File: config.mk
export PLATFORM = sky130hd
export DESIGN_NAME = dii_packet_buffer
export DESIGN_NICKNAME = d
export VERILOG_FILES = /design/src/rtl/dii_package.sv /design/src/rtl/dii_flit_fifo.sv /design/src/rtl/dii_packet_buffer.sv
export SDC_FILE = /design/constraint.sdc
export NUM_CORES = 1
export LEC_CHECK = 0
export ABC_AREA = 1
export CORE_UTILIZATION = 61
export CTS_BUF_LIST = sky130_fd_sc_hd__clkbuf_8
export DETAILED_ROUTE_END_ITERATION = 10
export PLACE_DENSITY = 0.82
export SYNTH_ARGS = -nofsm -noshare
export SYNTH_HDL_FRONTEND = slang
export SYNTH_SLANG_ARGS = --single-unit
File: constraint.sdc
create_clock -name clk -period 2.85 [get_ports clk]
set_input_delay 0.4275 -clock clk [delete_from_list [all_inputs] [get_ports clk]]
set_output_delay 0.4275 -clock clk [all_outputs]
set_load 0.05 [all_outputs]
File: src/rtl/dii_package.sv
// Shared DII flit definitions used by the packet buffer and its flit FIFO.
package dii_package;
   localparam int DII_WIDTH = 16;

   typedef struct packed {
      logic                 first;
      logic                 last;
      logic [DII_WIDTH-1:0] data;
   } dii_flit;
endpackage

File: src/rtl/dii_flit_fifo.sv
// Circular flit store: memory, read/write pointers and fill level with full/empty flags.
module dii_flit_fifo #(
   parameter int WIDTH = 18,
   parameter int DEPTH = 8
) (
   input  logic             clk,
   input  logic             rst,
   input  logic             wr_en,
   input  logic [WIDTH-1:0] wr_data,
   input  logic             rd_en,
   output logic [WIDTH-1:0] rd_data,
   output logic             full,
   output logic             empty
);
   localparam int AW = $clog2(DEPTH);
   localparam int FW = $clog2(DEPTH + 1);
   localparam logic [FW-1:0] FULL_FILL = FW'(DEPTH);

   logic [WIDTH-1:0] mem [DEPTH];
   logic [AW-1:0]    wr_ptr;
   logic [AW-1:0]    rd_ptr;
   logic [FW-1:0]    fill;
   logic             do_wr;
   logic             do_rd;

   assign full    = (fill == FULL_FILL);
   assign empty   = (fill == '0);
   assign do_wr   = wr_en & ~full;
   assign do_rd   = rd_en & ~empty;
   assign rd_data = mem[rd_ptr];

   // Pointers wrap naturally because DEPTH is a power of two.
   always_ff @(posedge clk) begin
      if (!rst) begin
         wr_ptr <= '0;
         rd_ptr <= '0;
         fill   <= '0;
      end else begin
         if (do_wr) wr_ptr <= wr_ptr + 1'b1;
         if (do_rd) rd_ptr <= rd_ptr + 1'b1;
         case ({do_wr, do_rd})
            2'b10:   fill <= fill + 1'b1;
            2'b01:   fill <= fill - 1'b1;
            default: fill <= fill;
         endcase
      end
   end

   // NOTE: storage is deliberately left out of reset; fill==0 already marks it invalid.
   always_ff @(posedge clk) begin
      if (do_wr) mem[wr_ptr] <= wr_data;
   end
endmodule

File: src/rtl/dii_packet_buffer.sv
// DII packet buffer: flit FIFO plus complete-packet counter and store-and-forward gating.
module dii_packet_buffer
   import dii_package::*;
#(
   parameter int WIDTH      = DII_WIDTH,
   parameter int BUF_SIZE   = 8,
   parameter int FULLPACKET = 1
) (
   input  logic                          clk,
   input  logic                          rst,
   input  logic [WIDTH-1:0]              in_data,
   input  logic                          in_first,
   input  logic                          in_last,
   input  logic                          in_valid,
   output logic                          in_ready,
   output logic [WIDTH-1:0]              out_data,
   output logic                          out_first,
   output logic                          out_last,
   output logic                          out_valid,
   input  logic                          out_ready,
   output logic [$clog2(BUF_SIZE+1)-1:0] pkt_count
);
   typedef struct packed {
      logic             first;
      logic             last;
      logic [WIDTH-1:0] data;
   } flit_t;

   flit_t wr_flit;
   flit_t rd_flit;
   logic  full;
   logic  empty;
   logic  active;
   logic  push;
   logic  pop;

   assign wr_flit = '{first: in_first, last: in_last, data: in_data};

   dii_flit_fifo #(
      .WIDTH ($bits(flit_t)),
      .DEPTH (BUF_SIZE)
   ) u_fifo (
      .clk     (clk),
      .rst     (rst),
      .wr_en   (push),
      .wr_data (wr_flit),
      .rd_en   (pop),
      .rd_data (rd_flit),
      .full    (full),
      .empty   (empty)
   );

   // Holds in_ready low throughout reset even though the FIFO already reads empty.
   always_ff @(posedge clk) begin
      if (!rst) active <= 1'b0;
      else      active <= 1'b1;
   end

   assign in_ready = active & ~full;
   assign push     = in_valid & in_ready;
   assign pop      = out_valid & out_ready;

   always_ff @(posedge clk) begin
      if (!rst) begin
         pkt_count <= '0;
      end else begin
         case ({push & in_last, pop & rd_flit.last})
            2'b10:   pkt_count <= pkt_count + 1'b1;
            2'b01:   pkt_count <= pkt_count - 1'b1;
            default: pkt_count <= pkt_count;
         endcase
      end
   end

   // The full term lets a packet longer than the buffer drain instead of deadlocking.
   assign out_valid = (FULLPACKET != 0) ? ((pkt_count != '0) | full) : ~empty;

   assign out_data  = out_valid ? rd_flit.data  : '0;
   assign out_first = out_valid ? rd_flit.first : 1'b0;
   assign out_last  = out_valid ? rd_flit.last  : 1'b0;
endmodule
Word-level counts from Yosys, hierarchy flattened. Memory sizes are Yosys's and may differ from the RTL's. A register that Yosys moved wholly into a read port is not among the register bits. Index checks and enable logic that the tools add are counted.

Logic and storage cells: 41. Memory bits (writable): 144. Flip-flop bits (word level): 15. Memories kept: 1.

Muxes and demuxes: 10. Bitwise operators: 10. Reductions and logical operators: 4. Equal/unequal tests: 5. Add/subtract/negate cells: 6.

Memories: u_fifo.mem (words 8, width 18, read ports 1, clocked after Yosys merged registers in 1, wr ports 1, RTL line dii_flit_fifo.sv:19) `logic [WIDTH-1:0] mem [DEPTH];`.

Operators by type and width (number): $mux W16 (1); $pmux W4 S2 (2); $add A4 B1 Y4 const B (2); $sub A4 B1 Y4 const B (2); $and A1 B1 Y1 (7); $add A3 B1 Y3 const B (2); $mux W3 (2); $mux W1 (5); $eq A2 B1 Y1 const B (2); $eq A2 B2 Y1 const B (2); $eq A4 B4 Y1 const B (1); $logic_not A4 Y1 (1); $reduce_bool A2 Y1 (2); $reduce_bool A4 Y1 (1); $not A1 Y1 (2); $or A1 B1 Y1 (1).

Depth between registers and ports, before layout. Gate-level depths: netlist of the first run.

Depth after elaboration: 7. Depth in mapped cells: 18. Gate-level depth less buffers: 16.

By module. A second synthesis of the first run with hierarchy kept.

Cells, all modules: 591. Area total of the unflattened synthesis: 6884.1 um2.

Modules (own cells, without submodules): dii_flit_fifo (sequential area each 4584.4 um2, cells an instance 501, instances 1, area an instance 6378.6 um2); dii_packet_buffer (sequential area each 100.1 um2, cells an instance 90, instances 1, area an instance 505.5 um2).

Worst setup path after synthesis of the first run. Ideal clock, no wire load.

Path type: register to register. From: register pkt_count[2]. To: register pkt_count[2]. Slack: 0.526 ns. Stages on the path, launching flop included: 15. Arrival: 2.208 ns. Setup time: 0.115 ns. Required time: 2.735 ns. Path through: dfxtp_1 > inv_1 > nand3_2 > buf_4 > nand2_1 > nor2_1 > ha_1 > nand2_1 > inv_1 > nor2_1 > ha_1 > a21oi_1 > xnor2_1 > o21ai_0 > inv_1.

Cells in the longest elaborated chain, start to end: 6.

RTL lines: from (decl) (RTL line dii_packet_buffer.sv:21) `output logic [$clog2(BUF_SIZE+1)-1:0] pkt_count`; from (signal assigned) (RTL line dii_packet_buffer.sv:68) `2'b10: pkt_count <= pkt_count + 1'b1;`; from (signal assigned) (RTL line dii_packet_buffer.sv:69) `2'b01: pkt_count <= pkt_count - 1'b1;`; from (signal assigned) (RTL line dii_packet_buffer.sv:70) `default: pkt_count <= pkt_count;`; $reduce_bool A4 Y1 (RTL line dii_packet_buffer.sv:76) `assign out_valid = (FULLPACKET != 0) ? ((pkt_count != '0) | full) : ~empty;`; $or A1 B1 Y1 (RTL line dii_packet_buffer.sv:76); $and A1 B1 Y1 (RTL line dii_packet_buffer.sv:61) `assign pop = out_valid & out_ready;`; $and A1 B1 Y1 (RTL line dii_packet_buffer.sv:67) `case ({push & in_last, pop & rd_flit.last})`; $eq A2 B1 Y1 / $eq A2 B2 Y1 (equally long branches) (RTL line dii_packet_buffer.sv:67); $pmux W4 S2 / $reduce_bool A2 Y1 (equally long branches).

Parallel ways exist; a longest one is shown, timed or not. A chain may end at the register's enable or synchronous reset.

==> results.tsv, run 1 <==
metric	value	unit
status	finished clean	
finalInstanceArea	7740	um2
cp-start-kind	flop	
clockRootBuffer	clkbuf_8	
grt_overflow_total	0	
grt_max_degree	41	
vias	4567	
fillCellCount	660	
synth_seq_area_share	69.60	%
most-common-layout-cells	nor2_1, edfxtp_1, o21ai_0	
rsz0062_at_grt	no	
p_total	0.008688	W
synth_seq_cells	162	
synthesis.area	6730	um2
yosys_warnings	0	
min-delay-start	u_fifo.wr_ptr[0]	
drt-pass1-iter-count	7	
die_w	107.0	um
clk_pin_slew	0.08	ns
p_leak	2.842	nW
worst_pin_slew	0.4932	ns
place_area	7289	um2
die_y	107.0	um
final_max_slew_viol_count	0	
fmax	0.3818	GHz
period_needed	2.619	ns
cts_buffers	17	
syn_avg_cell_area	11.70	um2
antenna_found_initial	0	
slowest_stage	dfxtp_4	
synthesis.nets	605	
max_stage_delay	0.44	ns
boundaryPins	46	
area_growth_syn_to_layout	15.00	%
clk_latency	0.45	ns
setup_viol	0	
drc	0	
crit_type	flop to output pin	
hold_path.class	flop to flop	
grt_pass1_vias	4583	
core-area	10510	um2
post_cts_buffers	0	
numPortBuffers	45	
cts_tree	built	
end_kind	output pin	
layout_commonest_cell	nor2_1	
wl_per_cell	18.06	um
ir_drop	0.9925	mV
ant_nets	0	
groute.usage.overall	26.56	%
fin_crit_sh	91.90	%
numClockSinks	162	
layout-drive-gt1-share	12.67	%
finalHoldViolations	0	
dp_hpwl	8437	um
grt_pass1_wl	22200	um
crit_required	2.42	ns
drv_cap	0	
rows	37	
slew-limit-headroom	67.02	%
skew	0.01472	ns
antennaDiodeCount	0	
die_area	11460	um2
finalWirelength	14140	um
arrival	2.19	ns
netlist_instances	575	
cts_max_path_buffers	2	
h-tree-depth	4	
worstPathCellList	inv_6 -> buf_6 -> nor2_1 -> o22ai_1 -> nor2_1 -> nor2_1 -> buf_4	
place_congestion	0.7912	
vias_per_cell	5.833	
r2r_slack	0.51	ns
fin_tns_setup	0	ns
cpMostUsedCell	nor2_1	
path_max_fanout	40	
start_util	64.04	%
drt_iter0_markers	363	
nNetsFinal	665	
power.density	1122	nW/um2
synth_cell_types	30	
layer usage:
metal	wire (um)	track usage, %	up-vias
li1	-	-	2128
met1	5764	32.84	2203
met2	7045	43.41	203
met3	985	6.079	33
met4	343	14.77	0
met5	0	0	-
cell type report:
cell class	count	area (um2)	share of cell area, %
flip-flops and latches	162	4688	60.57
multi-input cells	355	1714	22.15
clock buffers	17	234.0	3.023
clock inverters	14	210.2	2.716
inverters	29	113.9	1.471
well taps	136	170.2	2.199
repair buffers	70	609.3	7.873
flip-flops by register name, indices dropped and copies added (netlist names), named ones only:
| signal | flops |
|---|---|
| pkt_count | 4 |
| active | 1 |
| u_fifo.mem | 144 |
| u_fifo.fill | 4 |
| u_fifo.rd_ptr | 3 |
| u_fifo.wr_ptr | 3 |
path summary, 6_finish.rpt:
check                endpoint  cells after the start
min reg2reg  u_fifo.wr_ptr[0]                      2
max reg2reg      pkt_count[2]                     14
max               out_data[6]                      7
min          u_fifo.wr_ptr[0]                      2
synth_stat cells:
library cell	instances	area, um2
edfxtp_1	144	4324
nand2_1	43	161.4
and2_1	1	6.260
nand3_1	7	35.03
a31oi_1	1	6.260
clkbuf_1	2	7.510
nor3_1	1	5.000
buf_4	8	60.06
nor2_2	1	6.260
o21ai_0	57	285.3
xor2_1	3	26.28
inv_1	25	93.84
inv_6	1	8.760
o211ai_2	1	12.51
nand3_4	1	17.52
o22ai_1	17	106.4
o21ai_1	26	130.1
nand2_2	1	6.260
buf_1	1	3.750
inv_2	2	7.510
dfxtp_1	18	360.4
a21oi_1	9	45.04
o211ai_1	17	127.6
clkinv_1	1	3.750
ha_1	8	100.1
buf_2	9	45.04
nor2_1	155	581.8
buf_6	9	101.4
nand3_2	2	20.02
xnor2_1	4	35.03
what timing repair did:
action	in CTS	in global routing
gates resized for setup	0	2
hold buffers	0	0
endpoints found under the setup margin	0	11
power by group:
group          switching (W)  internal [W]  leakage (nW)
sequential          0.000141       0.00272          1.45
clock               0.000808       0.00104         0.221
combinational        0.00279       0.00120          1.17
cells by family (layout without fill, tap and decap cells):
family | count (synthesis) | after routing | share of synthesized area [%]
compound gates | 128 | 128 | 10.60
xor+xnor | 7 | 7 | 0.9110
fa+ha+maj | 8 | 8 | 1.487
buf+inv | 58 | 130 | 4.927
flops | 162 | 162 | 69.60
simple gates | 212 | 212 | 12.47
worst max-delay path, delay by kind of cell, from the launching register on:
family | cells | cell delay (ns)
and+or+nand+nor | 3 | 0.28
DFF | 1 | 0.44
buffers and inverters | 3 | 0.78
AOI/OAI and AO/OA | 1 | 0.24
per-stage QoR:
stage	util, %	instances	hold slack (ns)	setup slack, ns
global placement	69.37	752	0.4741	0.4391
detailed placement	69.37	752	0.4836	0.2771
global route	73.65	783	0.5328	0.02760
CTS	73.59	783	0.4958	0.007533
finish	73.65	783	0.5022	0.2309
floorplan	-	575	0.4552	0.5261
Power figures use the tool's default switching activity.
==> run 2: changes to the inputs <==
==> constraint.sdc (replaced) <==
create_clock -name clk -period 2.9 [get_ports clk]
set_input_delay 0.435 -clock clk [delete_from_list [all_inputs] [get_ports clk]]
set_output_delay 0.435 -clock clk [all_outputs]
set_load 0.05 [all_outputs]
==> results.tsv, run 2 (synthesis gave the netlist of run 1 again) <==
metric	value	unit	change
h-tree-depth	4		unchanged
grt_pass1_vias	4454		-2.8%
path_max_fanout	40		unchanged
groute.usage.overall	25.93	%	-0.64 points
status	finished clean		
area_growth_syn_to_layout	14.17	%	
cts_tree	built		
rows	37		unchanged
antenna_found_initial	0		unchanged
vias_per_cell	5.725		-1.8%
slowest_stage	buf_4		
ctsResizeCount	0		unchanged
final_max_slew_viol_count	0		unchanged
numClockSinks	162		unchanged
critPathBufInv	3		unchanged
finalWirelength	13740	um	-2.8%
cts_max_path_buffers	2		unchanged
clock_power_share	19.6	%	-1.6 points
antennaDiodeCount	0		unchanged
max_stage_delay	0.42	ns	-0.02 ns
die_y	107.0	um	unchanged
die_w	107.0	um	unchanged
crit_required	2.47	ns	+0.05 ns
vias	4483		-1.8%
drt_iter0_markers	385		+6.1%
cts_buffers	17		unchanged
arrival	2.25	ns	+0.06 ns
clk_latency	0.45	ns	about the same
setup_viol	0		unchanged
fin_tns_setup	0	ns	unchanged
numPortBuffers	45		unchanged
p_leak	2.814	nW	-0.97%
cp-start-kind	flop		
boundaryPins	46		unchanged
fmax	0.3718	GHz	
ant_nets	0		unchanged
fin_crit_sh	92.75	%	
period_needed	2.690	ns	
layout_commonest_cell	nor2_1		
worstPathCellList	inv_6 -> buf_4 -> o21ai_0 -> o22ai_1 -> nor2_1 -> nor2_1 -> buf_4		
hold_path.class	flop to flop		
p_sw_share	44.43	%	+1.4 points
drt-pass1-iter-count	5		-2
end_kind	output pin		
power_frac_seq	33.4	%	+0.5 points
r2r_slack	0.36	ns	-0.15 ns
dp_hpwl	8474	um	+0.43%
nNetsFinal	664		-0.15%
finalHoldViolations	0		unchanged
pwr-share-comb	47.0	%	+1.1 points
cts_hold_buf	0		unchanged
drv_cap	0		unchanged
drc	0		unchanged
grt_overflow_total	0		unchanged
crit_family	buffers and inverters		
top_register	u_fifo.mem		
skew	0.007284	ns	-0.007436 ns
slew-limit-headroom	66.94	%	-0.079 points
reg_top3	u_fifo.mem x144, pkt_count x4, u_fifo.fill x4		
die_area	11460	um2	unchanged
wl_per_cell	17.55	um	-2.8%
crit_type	flop to output pin		
worst_pin_slew	0.4943	ns	+0.001177 ns
post_cts_buffers	0		unchanged
largest_reg_flops	144		unchanged
whs	0.5006	ns	-0.001609 ns
ir_drop	0.8312	mV	-16%
grt_max_degree	41		unchanged
clockRootBuffer	clkbuf_8		
place_congestion	0.7811		-1.3%
start_util	64.04	%	unchanged
grt_pass1_wl	21540	um	-3.0%
layout-drive-gt1-share	12.67	%	unchanged
most-common-layout-cells	nor2_1, edfxtp_1, o21ai_0		
power.density	1084	nW/um2	-3.4%
switchingPower	0.003701	W	-0.91%
core-area	10510	um2	unchanged
clk_pin_slew	0.08	ns	about the same
p_int	0.004629	W	-6.5%
rsz0062_at_grt	no		
## run 2: per-stage QoR
stage	instance area (um2)	worst slack (ns)	instances	total power (W)	util, %
2_1_floorplan	6730	0.5742	575	0.005749	-
3_3_place_gp	7282	0.4758	751	0.006608	69.29
3_5_place_dp	7282	0.3287	751	0.006726	69.29
4_1_cts	7684	0.2058	783	0.008343	73.12
5_1_grt	7684	0.06028	783	0.008772	73.12
6_report	7684	0.2101	783	0.008330	73.12
## run 2: cell type report
class | instances | area [um2]
sequential | 162 | 4686
multi-input combinational | 355 | 1714
clock buffer | 17 | 234.0
tap | 136 | 170.2
inverter | 29 | 113.9
fill | 670 | 2825
clock inverter | 15 | 167.7
timing repair buffer | 69 | 598.1
## run 2: power groups by stage
stage	combinational, W	sequential, W	clock, W
final	0.00391	0.00278	0.00163
after CTS	0.00391	0.00278	0.00165
after global routing	0.00423	0.00280	0.00174
after floorplan	0.00287	0.00288	0
after detailed placement	0.00389	0.00283	0
after global placement	0.00379	0.00282	0
## run 2: final timing paths
kind / startpoint / endpoint / cells after the start
worst max-delay path: flop / out_data[4] / 7
worst min-delay path: u_fifo.wr_ptr[0] / u_fifo.wr_ptr[0] / 2
worst max register to register: flop / pkt_count[2] / 14
worst min register to register: u_fifo.wr_ptr[0] / u_fifo.wr_ptr[0] / 2
## run 2: worst min-delay path: stages (launching register included)
cell	delay, ns
dfxtp_1	0.34
nand2_1	0.07
a21oi_1	0.06
## run 2: metal layers
metal | track usage [%] | routed length [um]
met1 | 31.22 | 5506
met2 | 43.73 | 7075
met3 | 6.261 | 883
met4 | 12.92 | 278
met5 | 0 | 0
